<file path="config.mk">
export PLATFORM = sky130hd
export DESIGN_NAME = decode_stage
export DESIGN_NICKNAME = d
export VERILOG_FILES = /design/src/rtl/decode_stage_pkg.sv /design/src/rtl/decode_comb.sv /design/src/rtl/decode_stage.sv
export SDC_FILE = /design/constraint.sdc
export NUM_CORES = 1
export LEC_CHECK = 0
export ABC_AREA = 0
export ABC_CLOCK_PERIOD_IN_PS = 4000
export CORE_MARGIN = 3
export CORE_UTILIZATION = 44
export CTS_CLUSTER_SIZE = 24
export DETAILED_ROUTE_END_ITERATION = 8
export HOLD_SLACK_MARGIN = 0.1
export PLACE_DENSITY_LB_ADDON = 0.25
export SETUP_SLACK_MARGIN = 0.5
export SYNTH_ARGS = -nofsm -noshare
export SYNTH_HDL_FRONTEND = slang
export SYNTH_HIERARCHICAL = 1
export SYNTH_SLANG_ARGS = --single-unit
</file>
<file path="constraint.sdc">
create_clock -name i_clk -period 4 [get_ports i_clk]
set_clock_uncertainty 0.15 [all_clocks]
set_input_delay 0.6 -clock i_clk [delete_from_list [all_inputs] [get_ports i_clk]]
set_output_delay 0.6 -clock i_clk [all_outputs]
set_load 0.02 [all_outputs]
</file>
<file path="src/rtl/decode_stage_pkg.sv">
// -----------------------------------------------------------------------------
// decode_stage_pkg
// Shared core definitions for the RV32I decode stage: ALU operation codes,
// major opcode constants, funct7 patterns, the immediate-format enum and the
// raw immediate extractor.
// -----------------------------------------------------------------------------
package decode_stage_pkg;

   // ALU operation codes, {instr[30], funct3} for the register/immediate forms.
   typedef enum logic [3:0] {
      AluAdd  = 4'b0000,
      AluSll  = 4'b0001,
      AluSlt  = 4'b0010,
      AluSltu = 4'b0011,
      AluXor  = 4'b0100,
      AluSrl  = 4'b0101,
      AluOr   = 4'b0110,
      AluAnd  = 4'b0111,
      AluSub  = 4'b1000,
      AluSra  = 4'b1101
   } alu_op_e;

   // Major opcodes (instr[6:0]) handled by this stage.
   localparam logic [6:0] OpcOp    = 7'b0110011;
   localparam logic [6:0] OpcOpImm = 7'b0010011;
   localparam logic [6:0] OpcLui   = 7'b0110111;
   localparam logic [6:0] OpcLoad  = 7'b0000011;
   localparam logic [6:0] OpcStore = 7'b0100011;

   // Legal funct7 patterns.
   localparam logic [6:0] Funct7Base = 7'b0000000;
   localparam logic [6:0] Funct7Alt  = 7'b0100000;

   typedef enum logic [1:0] {
      ImmFmtI,
      ImmFmtS,
      ImmFmtU
   } imm_fmt_e;

   // 32-bit immediate in the selected format, already sign-extended from
   // instr[31] to 32 bits (U-format has its low 12 bits zero).
   function automatic logic [31:0] imm_extract(input logic [31:0] instr,
                                               input imm_fmt_e    fmt);
      logic [31:0] imm;
      case (fmt)
         ImmFmtS: imm = {{20{instr[31]}}, instr[31:25], instr[11:7]};
         ImmFmtU: imm = {instr[31:12], 12'b0};
         default: imm = {{20{instr[31]}}, instr[31:20]};
      endcase
      return imm;
   endfunction

endpackage

</file>
<file path="src/rtl/decode_comb.sv">
// -----------------------------------------------------------------------------
// decode_comb
// Purely combinational RV32I instruction-to-ALU-control decoder.
//
// Ports:
//   instr_i     instruction word
//   imm_o       sign-extended immediate (XLEN)
//   imm_sel_o   1 = ALU operand B takes the immediate
//   op_o        4-bit ALU operation code
//   rs1_addr_o  source 1 register address
//   rs2_addr_o  source 2 register address
//   rd_addr_o   destination register address
//   rd_wen_o    destination write enable (0 for x0 and illegal encodings)
//   mem_rd_o    load
//   mem_wr_o    store
//   illegal_o   unsupported encoding (present only with DECODE_ILLEGAL_EN)
//
// Configuration macro: DECODE_ILLEGAL_EN adds the illegal_o flag. Without it
// unsupported encodings still decode as a NOP (Add, no register or memory
// writes); only the flag itself is dropped.
// -----------------------------------------------------------------------------
module decode_comb
   import decode_stage_pkg::*;
#(
   parameter int unsigned XLEN   = 32,
   parameter int unsigned REG_AW = 5
) (
   input  logic [31:0]       instr_i,
   output logic [XLEN-1:0]   imm_o,
   output logic              imm_sel_o,
   output logic [3:0]        op_o,
   output logic [REG_AW-1:0] rs1_addr_o,
   output logic [REG_AW-1:0] rs2_addr_o,
   output logic [REG_AW-1:0] rd_addr_o,
   output logic              rd_wen_o,
   output logic              mem_rd_o,
`ifdef DECODE_ILLEGAL_EN
   output logic              mem_wr_o,
   output logic              illegal_o
`else
   output logic              mem_wr_o
`endif
);

   logic [6:0] opcode;
   logic [2:0] funct3;
   logic [6:0] funct7;
   imm_fmt_e   fmt;
   logic       bad;

   assign opcode = instr_i[6:0];
   assign funct3 = instr_i[14:12];
   assign funct7 = instr_i[31:25];

   assign rs2_addr_o = instr_i[20 +: REG_AW];
   assign rd_addr_o  = instr_i[7 +: REG_AW];
   assign imm_o      = XLEN'($signed(imm_extract(instr_i, fmt)));

   always_comb begin
      fmt        = ImmFmtI;
      imm_sel_o  = 1'b0;
      op_o       = AluAdd;
      rs1_addr_o = instr_i[15 +: REG_AW];
      rd_wen_o   = 1'b0;
      mem_rd_o   = 1'b0;
      mem_wr_o   = 1'b0;
      bad        = 1'b0;

      case (opcode)
         OpcOp: begin
            op_o     = {instr_i[30], funct3};
            rd_wen_o = 1'b1;
            // The alternate funct7 only exists for SUB and SRA.
            if (funct7 == Funct7Alt)
               bad = !((funct3 == 3'b000) || (funct3 == 3'b101));
            else if (funct7 != Funct7Base)
               bad = 1'b1;
         end
         OpcOpImm: begin
            imm_sel_o = 1'b1;
            rd_wen_o  = 1'b1;
            // instr[30] is part of the immediate except for the right shifts,
            // where it selects SRAI over SRLI.
            op_o = (funct3 == 3'b101) ? {instr_i[30], funct3} : {1'b0, funct3};
            if (funct3 == 3'b001)
               bad = (funct7 != Funct7Base);
            else if (funct3 == 3'b101)
               bad = (funct7 != Funct7Base) && (funct7 != Funct7Alt);
         end
         OpcLui: begin
            rs1_addr_o = '0;
            fmt        = ImmFmtU;
            imm_sel_o  = 1'b1;
            rd_wen_o   = 1'b1;
         end
         OpcLoad: begin
            imm_sel_o = 1'b1;
            mem_rd_o  = 1'b1;
            rd_wen_o  = 1'b1;
         end
         OpcStore: begin
            fmt       = ImmFmtS;
            imm_sel_o = 1'b1;
            mem_wr_o  = 1'b1;
         end
         default: bad = 1'b1;
      endcase

      // Unsupported encodings become a side-effect-free Add.
      if (bad) begin
         op_o     = AluAdd;
         rd_wen_o = 1'b0;
         mem_rd_o = 1'b0;
         mem_wr_o = 1'b0;
      end

      if (rd_addr_o == '0)
         rd_wen_o = 1'b0;
   end

`ifdef DECODE_ILLEGAL_EN
   assign illegal_o = bad;
`endif

endmodule

</file>
<file path="src/rtl/decode_stage.sv">
// -----------------------------------------------------------------------------
// decode_stage
// Registered RV32I decode pipeline stage between fetch and execute. Accepts
// instructions over a valid/ready handshake, decodes them with decode_comb and
// holds the result in a single pipeline register for the execute stage.
//
// Ports:
//   i_clk, i_rst        clock; asynchronous active-high reset
//   i_if_valid/o_if_ready, i_if_instr, i_if_pc   fetch-side handshake
//   i_flush             kill held and incoming instruction
//   o_id_valid/i_ex_ready                        execute-side handshake
//   o_id_pc, o_id_imm, o_id_imm_sel, o_id_op_data,
//   o_id_rs1_addr, o_id_rs2_addr, o_id_rd_addr   decoded payload
//   o_id_rd_wen, o_id_mem_rd, o_id_mem_wr        side effects, gated by valid
//   o_id_illegal        unsupported encoding
//
// Configuration macro: DECODE_ILLEGAL_EN drives o_id_illegal; without it the
// output is tied 0 and no illegal register exists.
// -----------------------------------------------------------------------------
module decode_stage
   import decode_stage_pkg::*;
#(
   parameter int unsigned XLEN   = 32,
   parameter int unsigned REG_AW = 5
) (
   input  logic              i_clk,
   input  logic              i_rst,
   input  logic              i_if_valid,
   output logic              o_if_ready,
   input  logic [31:0]       i_if_instr,
   input  logic [XLEN-1:0]   i_if_pc,
   input  logic              i_flush,
   output logic              o_id_valid,
   input  logic              i_ex_ready,
   output logic [XLEN-1:0]   o_id_pc,
   output logic [XLEN-1:0]   o_id_imm,
   output logic              o_id_imm_sel,
   output logic [3:0]        o_id_op_data,
   output logic [REG_AW-1:0] o_id_rs1_addr,
   output logic [REG_AW-1:0] o_id_rs2_addr,
   output logic [REG_AW-1:0] o_id_rd_addr,
   output logic              o_id_rd_wen,
   output logic              o_id_mem_rd,
   output logic              o_id_mem_wr,
   output logic              o_id_illegal
);

   logic [XLEN-1:0]   dec_imm;
   logic              dec_imm_sel;
   logic [3:0]        dec_op;
   logic [REG_AW-1:0] dec_rs1;
   logic [REG_AW-1:0] dec_rs2;
   logic [REG_AW-1:0] dec_rd;
   logic              dec_rd_wen;
   logic              dec_mem_rd;
   logic              dec_mem_wr;

   logic              valid_q, valid_d;
   logic              load;
   logic [XLEN-1:0]   pc_q;
   logic [XLEN-1:0]   imm_q;
   logic              imm_sel_q;
   logic [3:0]        op_q;
   logic [REG_AW-1:0] rs1_q;
   logic [REG_AW-1:0] rs2_q;
   logic [REG_AW-1:0] rd_q;
   logic              rd_wen_q;
   logic              mem_rd_q;
   logic              mem_wr_q;

`ifdef DECODE_ILLEGAL_EN
   logic              dec_illegal;
   logic              illegal_q;
`endif

   decode_comb #(
      .XLEN   (XLEN),
      .REG_AW (REG_AW)
   ) u_decode_comb (
      .instr_i    (i_if_instr),
      .imm_o      (dec_imm),
      .imm_sel_o  (dec_imm_sel),
      .op_o       (dec_op),
      .rs1_addr_o (dec_rs1),
      .rs2_addr_o (dec_rs2),
      .rd_addr_o  (dec_rd),
      .rd_wen_o   (dec_rd_wen),
      .mem_rd_o   (dec_mem_rd),
`ifdef DECODE_ILLEGAL_EN
      .mem_wr_o   (dec_mem_wr),
      .illegal_o  (dec_illegal)
`else
      .mem_wr_o   (dec_mem_wr)
`endif
   );

   assign o_if_ready = !valid_q || i_ex_ready;
   assign load       = i_if_valid && o_if_ready && !i_flush;

   // Flush beats load and stall; without a load a consumed entry empties.
   always_comb begin
      valid_d = valid_q;
      if (i_flush)
         valid_d = 1'b0;
      else if (load)
         valid_d = 1'b1;
      else if (i_ex_ready)
         valid_d = 1'b0;
   end

   always_ff @(posedge i_clk or posedge i_rst) begin
      if (i_rst) begin
         valid_q   <= 1'b0;
         pc_q      <= '0;
         imm_q     <= '0;
         imm_sel_q <= 1'b0;
         op_q      <= AluAdd;
         rs1_q     <= '0;
         rs2_q     <= '0;
         rd_q      <= '0;
         rd_wen_q  <= 1'b0;
         mem_rd_q  <= 1'b0;
         mem_wr_q  <= 1'b0;
      end else begin
         valid_q <= valid_d;
         if (load) begin
            pc_q      <= i_if_pc;
            imm_q     <= dec_imm;
            imm_sel_q <= dec_imm_sel;
            op_q      <= dec_op;
            rs1_q     <= dec_rs1;
            rs2_q     <= dec_rs2;
            rd_q      <= dec_rd;
            rd_wen_q  <= dec_rd_wen;
            mem_rd_q  <= dec_mem_rd;
            mem_wr_q  <= dec_mem_wr;
         end
      end
   end

`ifdef DECODE_ILLEGAL_EN
   always_ff @(posedge i_clk or posedge i_rst) begin
      if (i_rst)
         illegal_q <= 1'b0;
      else if (load)
         illegal_q <= dec_illegal;
   end
   assign o_id_illegal = illegal_q;
`else
   assign o_id_illegal = 1'b0;
`endif

   assign o_id_valid    = valid_q;
   assign o_id_pc       = pc_q;
   assign o_id_imm      = imm_q;
   assign o_id_imm_sel  = imm_sel_q;
   assign o_id_op_data  = op_q;
   assign o_id_rs1_addr = rs1_q;
   assign o_id_rs2_addr = rs2_q;
   assign o_id_rd_addr  = rd_q;
   // Side-effect controls must never fire from a stale payload.
   assign o_id_rd_wen   = valid_q && rd_wen_q;
   assign o_id_mem_rd   = valid_q && mem_rd_q;
   assign o_id_mem_wr   = valid_q && mem_wr_q;

endmodule

</file>
==> impl_results.md <==
- Total Wirelength: 9170 um
- Via count of the first global-routing pass: 2991
- Die Height: 101 um
- Final routed wire length divided by cell count: 16.8 um
- Post-detailed-route via-to-cell ratio: ~5.1
- Post-synthesis instance total: 288
- Reg-to-reg setup timing slack: between 1.5 and 2 ns
- Max Slew Vio Count: 0
- Cell accounting for the most synthesized area: sky130_fd_sc_hd__dfrtp_1
- Final count of hold timing violations: 0
- Launching element type of the critical path: primary input
- Leak: between 0.002 and 0.0025 uW
- Post-CTS Hold Buffers: 0
- Post-synth cell types: 38
- Via count of the routed design: about 2800
- Bufs on Longest Clock Path: 2
- Final #Nets: approximately 510
- Clock sink total: 88
- Boundary Pins: about 160
- Core footprint: between 8000 and 9000 sq um
- Setup TNS: 0 ns
- Class of the tightest hold or removal check: flip-flop to flip-flop
- Fillers: about 690
- Worst relative slew slack: between 20 and 30%
- Top library cells by usage in the layout, fill and taps aside: sky130_fd_sc_hd__clkdlybuf4s50_1 (157), sky130_fd_sc_hd__dfrtp_1 (88), sky130_fd_sc_hd__mux2_2 (57), sky130_fd_sc_hd__mux2_1 (30), sky130_fd_sc_hd__a21o_1 (19)
- Biggest fanout along the worst timing path: 20
- Critical register-to-register path endpoint: o_id_op_data[2]$_DFFE_PP0P_
- Count of unresolved DRC violations after routing: 0
- Maximum Capacitance Violations: 0
- Clock-pin slew of the registers on the worst-case setup and hold paths: roughly 0.08 ns
- Initial antenna violation count: 0
- Worst setup path category: primary input to flip-flop
- Pin count of the biggest net entering global routing: 89
- Number of nets with antenna violations after routing: 0
- Synthesized area per cell: between 10 and 15 sq um
- Die outline area: 10200 sq um
- First-pass iteration count of the detailed router: 4
- Launch instance of the worst register-to-register path: o_id_valid$_DFFE_PP0P_
- Share of async-settable or async-resettable flops after synthesis: 100%
- Wire length of the first global-routing pass: ~15000 um
- DP HPWL: between 6000 and 7000 um
- Overflow after GRT: 0
- Layout Cells excl Fill: 547
- VDD IR max: around 0.00024 V
- Critical Path RT: ~4.1 ns
- Number of cell instances on the worst register-to-register path: 4
- Placer's final routability congestion estimate: around 0.74
- H-tree levels: 3
- Synthesis Warnings: 6
- Primary FF master, synth: sky130_fd_sc_hd__dfrtp_1
- Slew at the pin closest to its max-slew limit: around 1.1 ns
- Result of the run: finished, final reports clean
- Worst Setup SP: i_if_instr[2]
- Placed cell area: roughly 5600 sq um
- Cell Rows: 34
- Count of flip-flops with a built-in enable after synthesis: 0
- Endpoint class of the critical path: flip-flop
- Power density over cell area: 427 nW/um^2
- Clock tree from TritonCTS: done
- Post-synthesis instance area: 3980 sq um
- Hold slack: between 0.3 and 0.4 ns
- Number of clock buffers inserted by TritonCTS: 9
- Skew-Pair Late Insertion Delay: between 0.3 and 0.4 ns
- Crit share post-route: 74.7%
- Setup violators final: 0
- Max Freq: between 0.3 and 0.4 GHz
- Antenna cells: 0
- Growth of design area from synthesis to finish: 44.5%
- Initial Utilization: a little under half
- Arr. time, crit path: 3.12 ns
- Share of post-route cells with drive strength above 1: slightly below 20%
- Die width: just over 100 um
- Worst Hold End: o_id_pc[4]$_DFFE_PP0P_
- Mapped Nets: 359
- Cell depth of the worst min-delay path: 1
- Violation count after the first detailed-route iteration: 116
- Most common library cell in the layout ignoring fill and taps: sky130_fd_sc_hd__clkdlybuf4s50_1
- Clock period minus worst slack: approximately 3 ns
- Clk root buf: sky130_fd_sc_hd__clkbuf_8
- Worst Slack Setup Final: ~1 ns
- Cells taking the most area after synthesis: sky130_fd_sc_hd__dfrtp_1 (55%), sky130_fd_sc_hd__mux2_2 (16%), sky130_fd_sc_hd__mux2_1 (8.5%), sky130_fd_sc_hd__a21o_1 (3.6%), sky130_fd_sc_hd__nor2b_1 (2.5%)
- Number of synthesized register bits: 88
- Number of buffers added on ports: about 160
- Hold Path Origin: o_id_pc[4]$_DFFE_PP0P_
- Final std cell area, no fill: 5750 sq um
- Area fraction of the dominant cell type after synthesis: between 50% and 60%
- Total GRT Usage: between 10% and 20%
- Unrepaired setup endpoints after global routing: false
- Sequential share of the synthesized area: 55.3%
- Post-Place Worst Slack: 0.360 ns
- # placed instances: around 530
[what timing repair did]
| action | in CTS | in global routing |
|---|---|---|
| setup endpoints to repair | 0 | 1 |
| resized for setup | 0 | 1 |
| setup buffers | 0 | 0 |
[routing by layer]
| layer | global-route usage (%) | part of all wire [%] |
|---|---|---|
| met1 | 23.9 | 42 |
| met2 | 29.0 | 47 |
| met3 | 8.20 | 9.4 |
| met4 | 5.21 | 0.88 |
| met5 | 0 | 0 |
[power breakdown]
part / internal (uW) / leakage (uW) / switching [uW]
sequential: 1030 / 0.00105 / 70.5
clock: 302 / 0.0000925 / 299
combinational: 412 / 0.00129 / 346
total: 1740 / 0.00244 / 715
[logic make-up (layout without fill, tap and decap cells)]
family                   Yosys count  after routing  share of synthesized area [%]
buffers and inverters             31            182                           4.87
other                              1              1                         0.0942
AND/OR/NAND/NOR                   42             42                           6.94
adder cells (fa/ha/maj)            2              2                          0.628
AO/OA/AOI/OAI                     36             36                           7.35
multiplexers                      87             87                           24.6
XOR/XNOR                           1              1                          0.220
flip-flops                        88             88                           55.3
[cell usage after synthesis, types with 2 or more instances]
cell type	instances
sky130_fd_sc_hd__a21boi_1	3
sky130_fd_sc_hd__a21o_1	19
sky130_fd_sc_hd__a21oi_1	2
sky130_fd_sc_hd__a22o_1	5
sky130_fd_sc_hd__and2_1	4
sky130_fd_sc_hd__buf_2	5
sky130_fd_sc_hd__buf_4	13
sky130_fd_sc_hd__buf_6	3
sky130_fd_sc_hd__clkbuf_1	6
sky130_fd_sc_hd__dfrtp_1	88
sky130_fd_sc_hd__ha_1	2
sky130_fd_sc_hd__inv_1	4
sky130_fd_sc_hd__mux2_1	30
sky130_fd_sc_hd__mux2_2	57
sky130_fd_sc_hd__nand2_1	2
sky130_fd_sc_hd__nor2_1	6
sky130_fd_sc_hd__nor2b_1	16
sky130_fd_sc_hd__nor4b_1	2
sky130_fd_sc_hd__o21ai_0	2
[flip-flops by register name, summed over array words and instances, names as in the netlist]
name / flops
o_id_rs2_addr: 5
o_id_imm: 32
o_id_rs1_addr: 5
o_id_imm_sel: 1
rd_wen_q: 1
o_id_rd_addr: 5
o_id_valid: 1
o_id_pc: 32
mem_rd_q: 1
o_id_op_data: 4
mem_wr_q: 1
[critical path, stage by stage]
cell                              delay [ns]
sky130_fd_sc_hd__clkdlybuf4s50_1        0.56
sky130_fd_sc_hd__nor4b_1                0.50
sky130_fd_sc_hd__inv_1                  0.09
sky130_fd_sc_hd__ha_1                   0.44
sky130_fd_sc_hd__nor2_1                 0.07
sky130_fd_sc_hd__buf_4                  0.17
sky130_fd_sc_hd__nor2b_4                0.41
sky130_fd_sc_hd__a21o_1                 0.14
sky130_fd_sc_hd__mux2_1                 0.13
[area by class of cell]
type | instances | area [sq um] | area share, %
clock buffer | 12 | 145 | 2.52
inverter | 4 | 17.5 | 0.304
tap | 108 | 135 | 2.35
multi-input combinational | 169 | 1590 | 27.7
timing repair buffer | 163 | 1620 | 28.1
clock inverter | 3 | 42.5 | 0.739
sequential | 88 | 2200 | 38.3
[how the worst max path moves through the flow]
stage                               end  slack (ns)
2_1_floorplan      mem_rd_q$_DFFE_PP0P_        0.97
3_3_place_gp   o_id_imm[30]$_DFFE_PP0P_        0.48
3_5_place_dp   o_id_imm[15]$_DFFE_PP0P_        0.36
4_1_cts        o_id_imm[15]$_DFFE_PP0P_        0.72
5_1_grt        o_id_imm[23]$_DFFE_PP0P_        0.78
6_report       o_id_imm[15]$_DFFE_PP0P_        1.01
[per-stage QoR]
stage / total power, uW / utilization, %
after floorplan: 1480 / -
after global placement: 1870 / 63.4
after detailed placement: 1890 / 63.4
final: 2460 / 65.6
after CTS: 2490 / 65.6
after global routing: 2580 / 65.6
Note: power is estimated with default switching activity, not from simulation.
